$ cat src/rtl/tl_pkg.sv
// TileLink D-channel opcode constants and arbiter state encoding shared by the crossbar arbiters.
package tl_pkg;

   typedef enum logic [2:0] {
      ACCESS_ACK      = 3'd0,
      ACCESS_ACK_DATA = 3'd1,
      HINT_ACK        = 3'd2,
      GRANT           = 3'd4,
      GRANT_DATA      = 3'd5,
      RELEASE_ACK     = 3'd6
   } tl_d_op_e;

   typedef enum logic {
      UNLOCKED = 1'b0,
      LOCKED   = 1'b1
   } lock_state_e;

   function automatic logic tl_has_data(input logic [2:0] opcode);
      return (opcode == 3'(ACCESS_ACK_DATA)) || (opcode == 3'(GRANT_DATA));
   endfunction

endpackage

$ cat src/rtl/rr_arbiter.sv
// Round-robin request picker: first set request at or above ptr_i, wrapping; purely combinational.
module rr_arbiter #(
   parameter int N  = 8,
   parameter int IW = $clog2(N)
) (
   input  logic [N-1:0]  req_i,
   input  logic [IW-1:0] ptr_i,
   output logic [N-1:0]  gnt_o,
   output logic [IW-1:0] idx_o,
   output logic          vld_o
);

   int          k;
   logic [IW-1:0] kk;

   always_comb begin
      gnt_o = '0;
      idx_o = '0;
      vld_o = 1'b0;
      k     = 0;
      kk    = '0;
      // Walk from the farthest offset down so the nearest request overwrites last.
      for (int i = N - 1; i >= 0; i--) begin
         k  = (int'(ptr_i) + i) % N;
         kk = IW'(k);
         if (req_i[kk]) begin
            vld_o = 1'b1;
            idx_o = kk;
         end
      end
      if (vld_o) gnt_o[idx_o] = 1'b1;
   end

endmodule

$ cat src/rtl/tl_resp_arbiter_d.sv
// D-channel return arbiter: round-robin over slaves, burst-locked, one-cycle registered output slice.
module tl_resp_arbiter_d
   import tl_pkg::*;
#(
   parameter int  SLAVE_NUM  = 8,
   parameter int  DATA_BYTES = 8,
   parameter int  SIZE_WIDTH = 3,
   parameter int  MAX_SIZE   = 6,
   parameter type DATA_T     = logic [0:0]
) (
   input  logic                                  clk_i,
   input  logic                                  rst_i,
   input  logic [SLAVE_NUM-1:0]                  inp_valid_i,
   output logic [SLAVE_NUM-1:0]                  inp_ready_o,
   input  logic [SLAVE_NUM-1:0][2:0]             inp_opcode_i,
   input  logic [SLAVE_NUM-1:0][SIZE_WIDTH-1:0]  inp_size_i,
   input  DATA_T [SLAVE_NUM-1:0]                 inp_data_i,
   output logic                                  oup_valid_o,
   input  logic                                  oup_ready_i,
   output DATA_T                                 oup_data_o,
   output logic [$clog2(SLAVE_NUM)-1:0]          oup_slave_o,
   input  logic [SLAVE_NUM-1:0]                  connectivity_map_i,
   output logic                                  locked_o
);

   localparam int SW     = $clog2(SLAVE_NUM);
   localparam int DB_LOG = $clog2(DATA_BYTES);
   localparam int CW     = $clog2((2 ** MAX_SIZE) / DATA_BYTES) + 1;

   lock_state_e   state_q, state_d;
   logic [SW-1:0] ptr_q, ptr_d;
   logic [SW-1:0] frozen_q, frozen_d;
   logic [CW-1:0] cnt_q, cnt_d;
   logic          oup_valid_q, oup_valid_d;
   DATA_T         oup_data_q, oup_data_d;
   logic [SW-1:0] oup_slave_q, oup_slave_d;

   logic [SLAVE_NUM-1:0] arb_gnt;
   logic [SW-1:0]        arb_idx;
   logic                 arb_vld;
   logic                 can_acc;
   logic [SW-1:0]        sel_idx;
   logic [SW-1:0]        sel_nxt;
   logic                 sel_vld;
   logic                 hs;
   logic [CW-1:0]        beats;
   int                   sz;

   rr_arbiter #(.N(SLAVE_NUM), .IW(SW)) u_rr (
      .req_i (inp_valid_i & connectivity_map_i),
      .ptr_i (ptr_q),
      .gnt_o (arb_gnt),
      .idx_o (arb_idx),
      .vld_o (arb_vld)
   );

   // The lock follows the frozen slave's raw valid so a map change cannot break a burst.
   assign can_acc = !oup_valid_q || oup_ready_i;
   assign sel_idx = (state_q == LOCKED) ? frozen_q : arb_idx;
   assign sel_vld = (state_q == LOCKED) ? inp_valid_i[frozen_q] : arb_vld;
   assign sel_nxt = (sel_idx == SW'(SLAVE_NUM - 1)) ? '0 : sel_idx + 1'b1;
   assign hs      = sel_vld && can_acc && !rst_i;

   always_comb begin
      inp_ready_o = '0;
      if (!rst_i && can_acc) begin
         if (state_q == LOCKED) inp_ready_o[frozen_q] = 1'b1;
         else                   inp_ready_o = arb_gnt;
      end
   end

   always_comb begin
      beats = CW'(1);
      sz    = int'(inp_size_i[arb_idx]);
      if (sz > MAX_SIZE) sz = MAX_SIZE;
      if (tl_has_data(inp_opcode_i[arb_idx]) && (sz > DB_LOG)) beats = CW'(1) << (sz - DB_LOG);
   end

   always_comb begin
      state_d     = state_q;
      ptr_d       = ptr_q;
      frozen_d    = frozen_q;
      cnt_d       = cnt_q;
      oup_valid_d = oup_valid_q;
      oup_data_d  = oup_data_q;
      oup_slave_d = oup_slave_q;

      if (hs) begin
         oup_valid_d = 1'b1;
         oup_data_d  = inp_data_i[sel_idx];
         oup_slave_d = sel_idx;
      end else if (oup_ready_i) begin
         oup_valid_d = 1'b0;
      end

      case (state_q)
         UNLOCKED: begin
            if (hs) begin
               if (beats > CW'(1)) begin
                  state_d  = LOCKED;
                  cnt_d    = beats - CW'(1);
                  frozen_d = arb_idx;
               end else begin
                  ptr_d = sel_nxt;
               end
            end
         end
         LOCKED: begin
            if (hs) begin
               cnt_d = cnt_q - CW'(1);
               if (cnt_q == CW'(1)) begin
                  state_d = UNLOCKED;
                  ptr_d   = sel_nxt;
               end
            end
         end
         default: state_d = UNLOCKED;
      endcase
   end

   always_ff @(posedge clk_i) begin
      if (rst_i) begin
         state_q     <= UNLOCKED;
         ptr_q       <= '0;
         frozen_q    <= '0;
         cnt_q       <= '0;
         oup_valid_q <= 1'b0;
         oup_data_q  <= '0;
         oup_slave_q <= '0;
      end else begin
         state_q     <= state_d;
         ptr_q       <= ptr_d;
         frozen_q    <= frozen_d;
         cnt_q       <= cnt_d;
         oup_valid_q <= oup_valid_d;
         oup_data_q  <= oup_data_d;
         oup_slave_q <= oup_slave_d;
      end
   end

   assign oup_valid_o = oup_valid_q;
   assign oup_data_o  = oup_data_q;
   assign oup_slave_o = oup_slave_q;
   assign locked_o    = (state_q == LOCKED);

endmodule

$ cat config.mk
export PLATFORM = sky130hd
export DESIGN_NAME = tl_resp_arbiter_d
export DESIGN_NICKNAME = d
export VERILOG_FILES = /design/src/rtl/tl_pkg.sv /design/src/rtl/rr_arbiter.sv /design/src/rtl/tl_resp_arbiter_d.sv
export SDC_FILE = /design/constraint.sdc
export NUM_CORES = 1
export LEC_CHECK = 0
export ABC_AREA = 0
export CORE_ASPECT_RATIO = 0.5
export CORE_UTILIZATION = 54
export DETAILED_ROUTE_END_ITERATION = 10
export GPL_TIMING_DRIVEN = 0
export PLACE_DENSITY = 0.88
export RECOVER_POWER = 50
export SETUP_SLACK_MARGIN = 0.4
export SKIP_LAST_GASP = 1
export SLEW_MARGIN = 20
export SYNTH_ARGS = -nofsm -noshare
export SYNTH_HDL_FRONTEND = slang
export SYNTH_SLANG_ARGS = --single-unit
export TNS_END_PERCENT = 100
$ cat constraint.sdc
create_clock -name clk_i -period 11.7 [get_ports clk_i]
set_clock_uncertainty 0.1 [all_clocks]
set_input_delay 2.34 -clock clk_i [delete_from_list [all_inputs] [get_ports clk_i]]
set_output_delay 2.34 -clock clk_i [all_outputs]
set_load 0.05 [all_outputs]
## Word level (Yosys, flattened, before mapping)

Index checks and enable logic that the tools add are counted.

- Shift-type cells: 1
- Reduce and logical (&&, ||, !) cells: 14
- Equal/unequal tests: 9
- $add $sub $neg: 11
- Mux-type cells: 68
- Order comparisons: 16
- Bitwise logic cells: 2

Operators by type and width:

| kind | count |
|---|---|
| 3-bit 2-to-1 mux | 17 |
| 3-bit by 4-bit < comparator with 1-bit output, second input constant | 11 |
| 32-bit by 3-bit > comparator with 1-bit output, second input constant | 1 |
| 1-bit by 32-bit left shift with 4-bit output, first input constant | 1 |
| 32-bit by 3-bit subtractor with 32-bit output, second input constant | 1 |
| 1-bit binary-select mux with 3-bit select | 10 |
| 1-bit 2-to-1 mux | 27 |
| 8-bit 2-to-1 mux | 3 |
| 3-bit binary-select mux with 3-bit select | 2 |
| 4-bit 2-to-1 mux | 4 |
| 3-bit adder, second input constant | 4 |
| 8-bit bitwise AND | 1 |
| 4-bit one-hot mux with 2 select lines | 1 |
| 4-bit by 1-bit subtractor with 4-bit output, second input constant | 2 |
| 3-bit by 1-bit adder with 3-bit output, second input constant | 2 |
| 3-bit by 2-bit adder with 3-bit output, second input constant | 2 |
| 1-bit demux with 3-bit select | 2 |
| 3-bit == test, second input constant | 2 |
| 3-bit by 1-bit >= comparator with 1-bit output, second input constant | 2 |
| 1-bit logical AND | 6 |
| 2-bit != test, second input constant | 3 |
| 3-bit one-hot mux with 2 select lines | 1 |
| 3-bit AND reduction | 2 |
| 4-bit by 1-bit == test with 1-bit output, second input constant | 1 |
| other kinds (10) | 13 |

- Register bits: 16
- Word-level logic and storage cells: 128

## Logic depth before layout (Yosys ltp)

- Depth in word-level cells: 22
- Depth in mapped cells: 31

## Hierarchy

A second synthesis with hierarchy kept.

- Cell total of the unflattened synthesis: 320
- Area total of the unflattened synthesis: 2,692.6 um^2

By module, submodules not included:

| module | times used | sequential area each (um^2) | area an instance (um^2) | cells an instance |
|---|---|---|---|---|
| tl_resp_arbiter_d | 1 | 320.3 | 1,661.6 | 205 |
| rr_arbiter | 1 | 0.0 | 1,031.0 | 115 |

## Worst setup path before layout

Ideal clock, no wire load.

- Kind: in2out
- Start: in inp_valid_i[1]
- End: out inp_ready_o[5]
- Setup slack: 4,255 ps
- Required time: 9,260 ps
- Cell stages on the path: 10
- Data arrival time: 5,005 ps
- Path through: and2_4 -> mux2_4 -> mux4_2 -> a211oi_2 -> a21o_1 -> buf_2 -> o21ai_0 -> nor4_1 -> a31oi_1 -> nor2_1

- Longest elaborated chain between the ends: 18
- Elaborated cells between the ends (all ways): 41

Ends and longest elaborated chain:

| what | line | RTL |
|---|---|---|
| from (decl) | tl_resp_arbiter_d.sv:13 | `input logic [SLAVE_NUM-1:0] inp_valid_i,` |
| 8-bit bitwise AND * | tl_resp_arbiter_d.sv:50 | `.req_i (inp_valid_i & connectivity_map_i),` |
| 1-bit binary-select mux with 3-bit select | rr_arbiter.sv:26 | `if (req_i[kk]) begin` |
| 1-bit 2-to-1 mux (not written as such) | rr_arbiter.sv:26 |  |
| 3-bit 2-to-1 mux (8 in series) | rr_arbiter.sv:26 |  |
| 3-bit by 4-bit < comparator with 1-bit output (not written as such) or 3-bit by 1-bit >= comparator with 1-bit output (tied branches) | rr_arbiter.sv:31 | `if (vld_o) gnt_o[idx_o] = 1'b1;` |
| 1-bit logical AND (not written as such) | rr_arbiter.sv:31 |  |
| 1-bit 2-to-1 mux (not written as such) | rr_arbiter.sv:31 |  |
| 1-bit demux with 3-bit select | -- |  |
| 8-bit 2-to-1 mux * | rr_arbiter.sv:31 |  |
| 8-bit 2-to-1 mux * | tl_resp_arbiter_d.sv:67 | `if (state_q == LOCKED) inp_ready_o[frozen_q] = 1'b1;` |
| 8-bit 2-to-1 mux * | tl_resp_arbiter_d.sv:66 | `if (!rst_i && can_acc) begin` |
| to (decl) | tl_resp_arbiter_d.sv:14 | `output logic [SLAVE_NUM-1:0] inp_ready_o,` |

Every way passes the cells marked *; elsewhere a longest branch is shown, timed or not. The select of a mux whose other input is x is not followed.

## Worst setup path after layout

- Start: in inp_valid_i[1]
- End: reg cnt_q[3]

- Longest elaborated chain between the ends: 22
- Elaborated cells between the ends (all ways): 61

Ends and longest elaborated chain:

| what | line | RTL |
|---|---|---|
| 8-bit bitwise AND | tl_resp_arbiter_d.sv:50 |  |
| 1-bit binary-select mux with 3-bit select | rr_arbiter.sv:26 |  |
| 1-bit 2-to-1 mux (not written as such) | rr_arbiter.sv:26 |  |
| 3-bit 2-to-1 mux (8 in series) | rr_arbiter.sv:26 |  |
| 3-bit binary-select mux with 3-bit select | tl_resp_arbiter_d.sv:74 | `sz = int'(inp_size_i[arb_idx]);` |
| 3-bit 2-to-1 mux (not written as such) | tl_resp_arbiter_d.sv:74 |  |
| 3-bit > comparator | tl_resp_arbiter_d.sv:75 | `if (sz > MAX_SIZE) sz = MAX_SIZE;` |
| 3-bit 2-to-1 mux | tl_resp_arbiter_d.sv:75 |  |
| 32-bit by 3-bit subtractor with 32-bit output or 32-bit by 3-bit > comparator with 1-bit output (tied branches) | tl_resp_arbiter_d.sv:76 | `if (tl_has_data(inp_opcode_i[arb_idx]) && (sz > DB_LOG)) beats = CW'(1) << (sz - DB_LOG);` |
| 1-bit by 32-bit left shift with 4-bit output or 1-bit logical AND (tied branches) | tl_resp_arbiter_d.sv:76 |  |
| 4-bit 2-to-1 mux | tl_resp_arbiter_d.sv:76 |  |
| 4-bit by 1-bit subtractor with 4-bit output | tl_resp_arbiter_d.sv:101 | `cnt_d = beats - CW'(1);` |
| 4-bit 2-to-1 mux | tl_resp_arbiter_d.sv:99 | `if (beats > CW'(1)) begin` |
| 4-bit 2-to-1 mux | tl_resp_arbiter_d.sv:98 | `if (hs) begin` |
| 4-bit one-hot mux with 2 select lines | tl_resp_arbiter_d.sv:96 | `case (state_q)` |
| to (signal assigned) | tl_resp_arbiter_d.sv:134 | `cnt_q <= cnt_d;` |
| to (decl) | tl_resp_arbiter_d.sv:33 | `logic [CW-1:0] cnt_q, cnt_d;` |

Several ways; a longest one is shown, not always the timed one. The select of a mux whose other input is x is not followed.
A chain may end at the register's enable or synchronous reset.

==> results.ini <==
[global_routing]
grt_pass1_vias=3378
grt_usage_pct=31.3
grt_remaining_overflow=0
antenna_found_initial=0
grt_max_degree=11
grt_pass1_wl_um=16200

[sta]
finalSetupViolCount=0
slew_headroom_pct=57.7
tns_ns=0
fin_ws_ns=2.58
finalHoldViolations=0
drv_slew=0
max_freq_mhz=110
whs_ns=0.361
rsz0062_at_grt=no
finalCritPeriodShare_pct=78.0
period_minus_slack_ns=9.12
worst_pin_slew_ns=0.635

[synthesis]
synthCells=405
ys_types=81
synth_most_common_cell=mux2i_1
syn_nets=490
avgSynthCellArea_um2=8.03
async_reset_ff_share_pct=0
yosysTopAreaCellShare_pct=11.4
yosys_warnings=0
synthTopCellsByArea=mux2i_1 11%, dfxtp_1 9.8%, mux4_2 5.5%, ha_1 3.8%, nor2_1 3.5%
synth_area_um2=3250
yosysTopAreaCell=mux2i_1
ys_ff_latch=16
synth_edf_count=0
synthTopCellsByCount=37 x mux2i_1, 30 x nor2_1, 28 x nand2_1, 19 x inv_1, 17 x nand3_1
seq_area_frac_synth_pct=9.85
synth_ff_type=dfxtp_1

[worst_hold_path]
min-delay-start=oup_slave_o[2]
hold_path_end=oup_slave_o[2]
hold_class=flip-flop to flip-flop
holdPathStages=2

[routing]
drc=0
drt_iter0_drc=437
top_layer=met4
antenna_left=0
first_pass_iters=5
wl_met2_um=4670
num_vias=3684
wl_met1_um=4530
avgRoutedWirePerCell_um=17.9
drt-total-wl_um=10100
routed-wl-met3_um=732
viasPerCell=6.56

[worst_setup_path]
required_ns=11.72
r2r-start=ptr_q[0]
r2r_slack_ns=4.00
reg2regPathDepth=28
slowest_stage=dlygate4sd3_1
crit_arrival_ns=9.14
path_delay_family=simple AND/OR/NAND/NOR gates
cp_common_cell=ha_1
endpoint_kind=flip-flop
cpPeakStageDelay_ns=0.57
crit_buf_inv=3
worst_setup_path_start_kind=input pin
path_class=input pin to flip-flop
crit_fanout=10
reg2reg_to=cnt_q[3]

[power]
p_comb_share_pct=89.3
p_per_area_nw_per_um2=341
clockPowerShare_pct=5.2
seq_power_share_pct=5.4
vdd_drop_max_uv=218
p_sw_uw=805
swShare_pct=56.1
leakagePower_uw=0.00160
p_int_uw=630

[clock_tree]
cts_resized=0
clockRootBuffer=clkbuf_16
cts_tree=built
cts_setup_buffers=0
worstSkewPairLatency_ns=0.25
ctsHtreeMaxLevel=1
postCtsHoldBufs=0
cts_buffer_depth=2
cts.reportedPaths.clkPinSlew_ns=0.05
cts_buffers=3
clkSinkCount=16

[flow_run]
drv_cap=0

[die]
ios=89
die_w_um=112
die_area_um2=6350
die_y_um=56.9
core_um2=5630
start_util_pct=57.7
rows=19

[placed_design]
placed_area_um2=4140
hpwl_um=7960
gp_congestion=0.932
preCtsSetupSlack_ns=3.25
numPortBuffers=80

[cells_and_area]
syn_to_final_growth_pct=29.6
diodes=0
nNetsFinal=575
layout-drive-gt1-share_pct=12.1
postLayoutCellArea_um2=4210

[run_status]
status=complete, no violations

## power by group through the flow
stage | registers [uW] | clock network, uW | logic, uW
after CTS | 78.3 | 74.3 | 1270
final | 78.2 | 74.8 | 1280
after detailed placement | 79.3 | 0 | 1250
after global placement | 78.4 | 0 | 1220
after global routing | 79.4 | 76.7 | 1370
after floorplan | 99.6 | 0 | 967
## state kept, by name, summed over array words and instances, names as in the netlist
name and cells:
cnt_q 4, frozen_q 3, oup_slave_o 3, ptr_q 3, locked_o 1, oup_data_o 1
oup_valid_o 1
## per-stage QoR
stage | instances | power (uW) | util (%)
final | 562 | 1440 | 74.8
after global routing | 562 | 1530 | 74.8
after CTS | 562 | 1420 | 75.1
after detailed placement | 558 | 1330 | 73.6
after global placement | 558 | 1300 | 73.6
after floorplan | 405 | 1070 | -
## logic make-up (layout without fill, tap and decap cells)
logic type / after synthesis / after routing / synth area share [%]
xor+xnor: 4 / 4 / 1.08
buf+inv: 46 / 130 / 6.85
mux: 56 / 56 / 21.9
simple gates: 153 / 153 / 25.4
compound gates: 120 / 120 / 31.1
fa+ha+maj: 10 / 10 / 3.85
flops: 16 / 16 / 9.85
## worst min-delay path, stage by stage (launching register included)
cell and delay (ns):
dfxtp_1 0.30, nand2_1 0.05, a21oi_1 0.06
## layout by cell type (no fill, tap or decap), types with 6 or more instances in the layout
cell / n
a22o_1: 6
nor3_1: 13
nand2_1: 29
clkdlybuf4s50_1: 73
clkbuf_1: 15
o211ai_1: 12
nand3_1: 17
mux4_2: 8
nor2b_1: 12
dlygate4sd3_1: 7
inv_1: 19
ha_1: 10
a211oi_1: 11
o21ai_1: 7
nand4_1: 6
or3_1: 6
and2_1: 8
nor2_1: 30
dfxtp_1: 16
a21oi_1: 16
mux2i_1: 37
## layer usage
layer / vias to the layer above / track usage (%)
met5: - / 0
met4: 0 / 6.18
met3: 20 / 4.43
met2: 162 / 52.9
met1: 1758 / 42.6
li1: 1744 / -
## layout make-up
type,instances,area (um^2)
fillers,463,1420
inverters,20,77.6
plain buffers,26,144
multi-input cells,343,2690
well taps,73,91.3
clock buffers,4,88.8
flip-flops and latches,16,320
repair buffers,80,801
## worst max-delay path by stage
stage | to | depth (start not counted) | from | slack [ns]
2_1_floorplan | inp_ready_o[5] | 10 | inp_valid_i[1] | 4.26
3_3_place_gp | inp_ready_o[1] | 12 | inp_valid_i[1] | 3.26
3_5_place_dp | inp_ready_o[1] | 12 | inp_valid_i[6] | 3.25
4_1_cts | inp_ready_o[1] | 12 | inp_valid_i[1] | 3.24
5_1_grt | cnt_q[2] | 25 | inp_valid_i[1] | 2.20
6_report | cnt_q[3] | 25 | inp_valid_i[1] | 2.58
(Power assumes the default switching activity.)
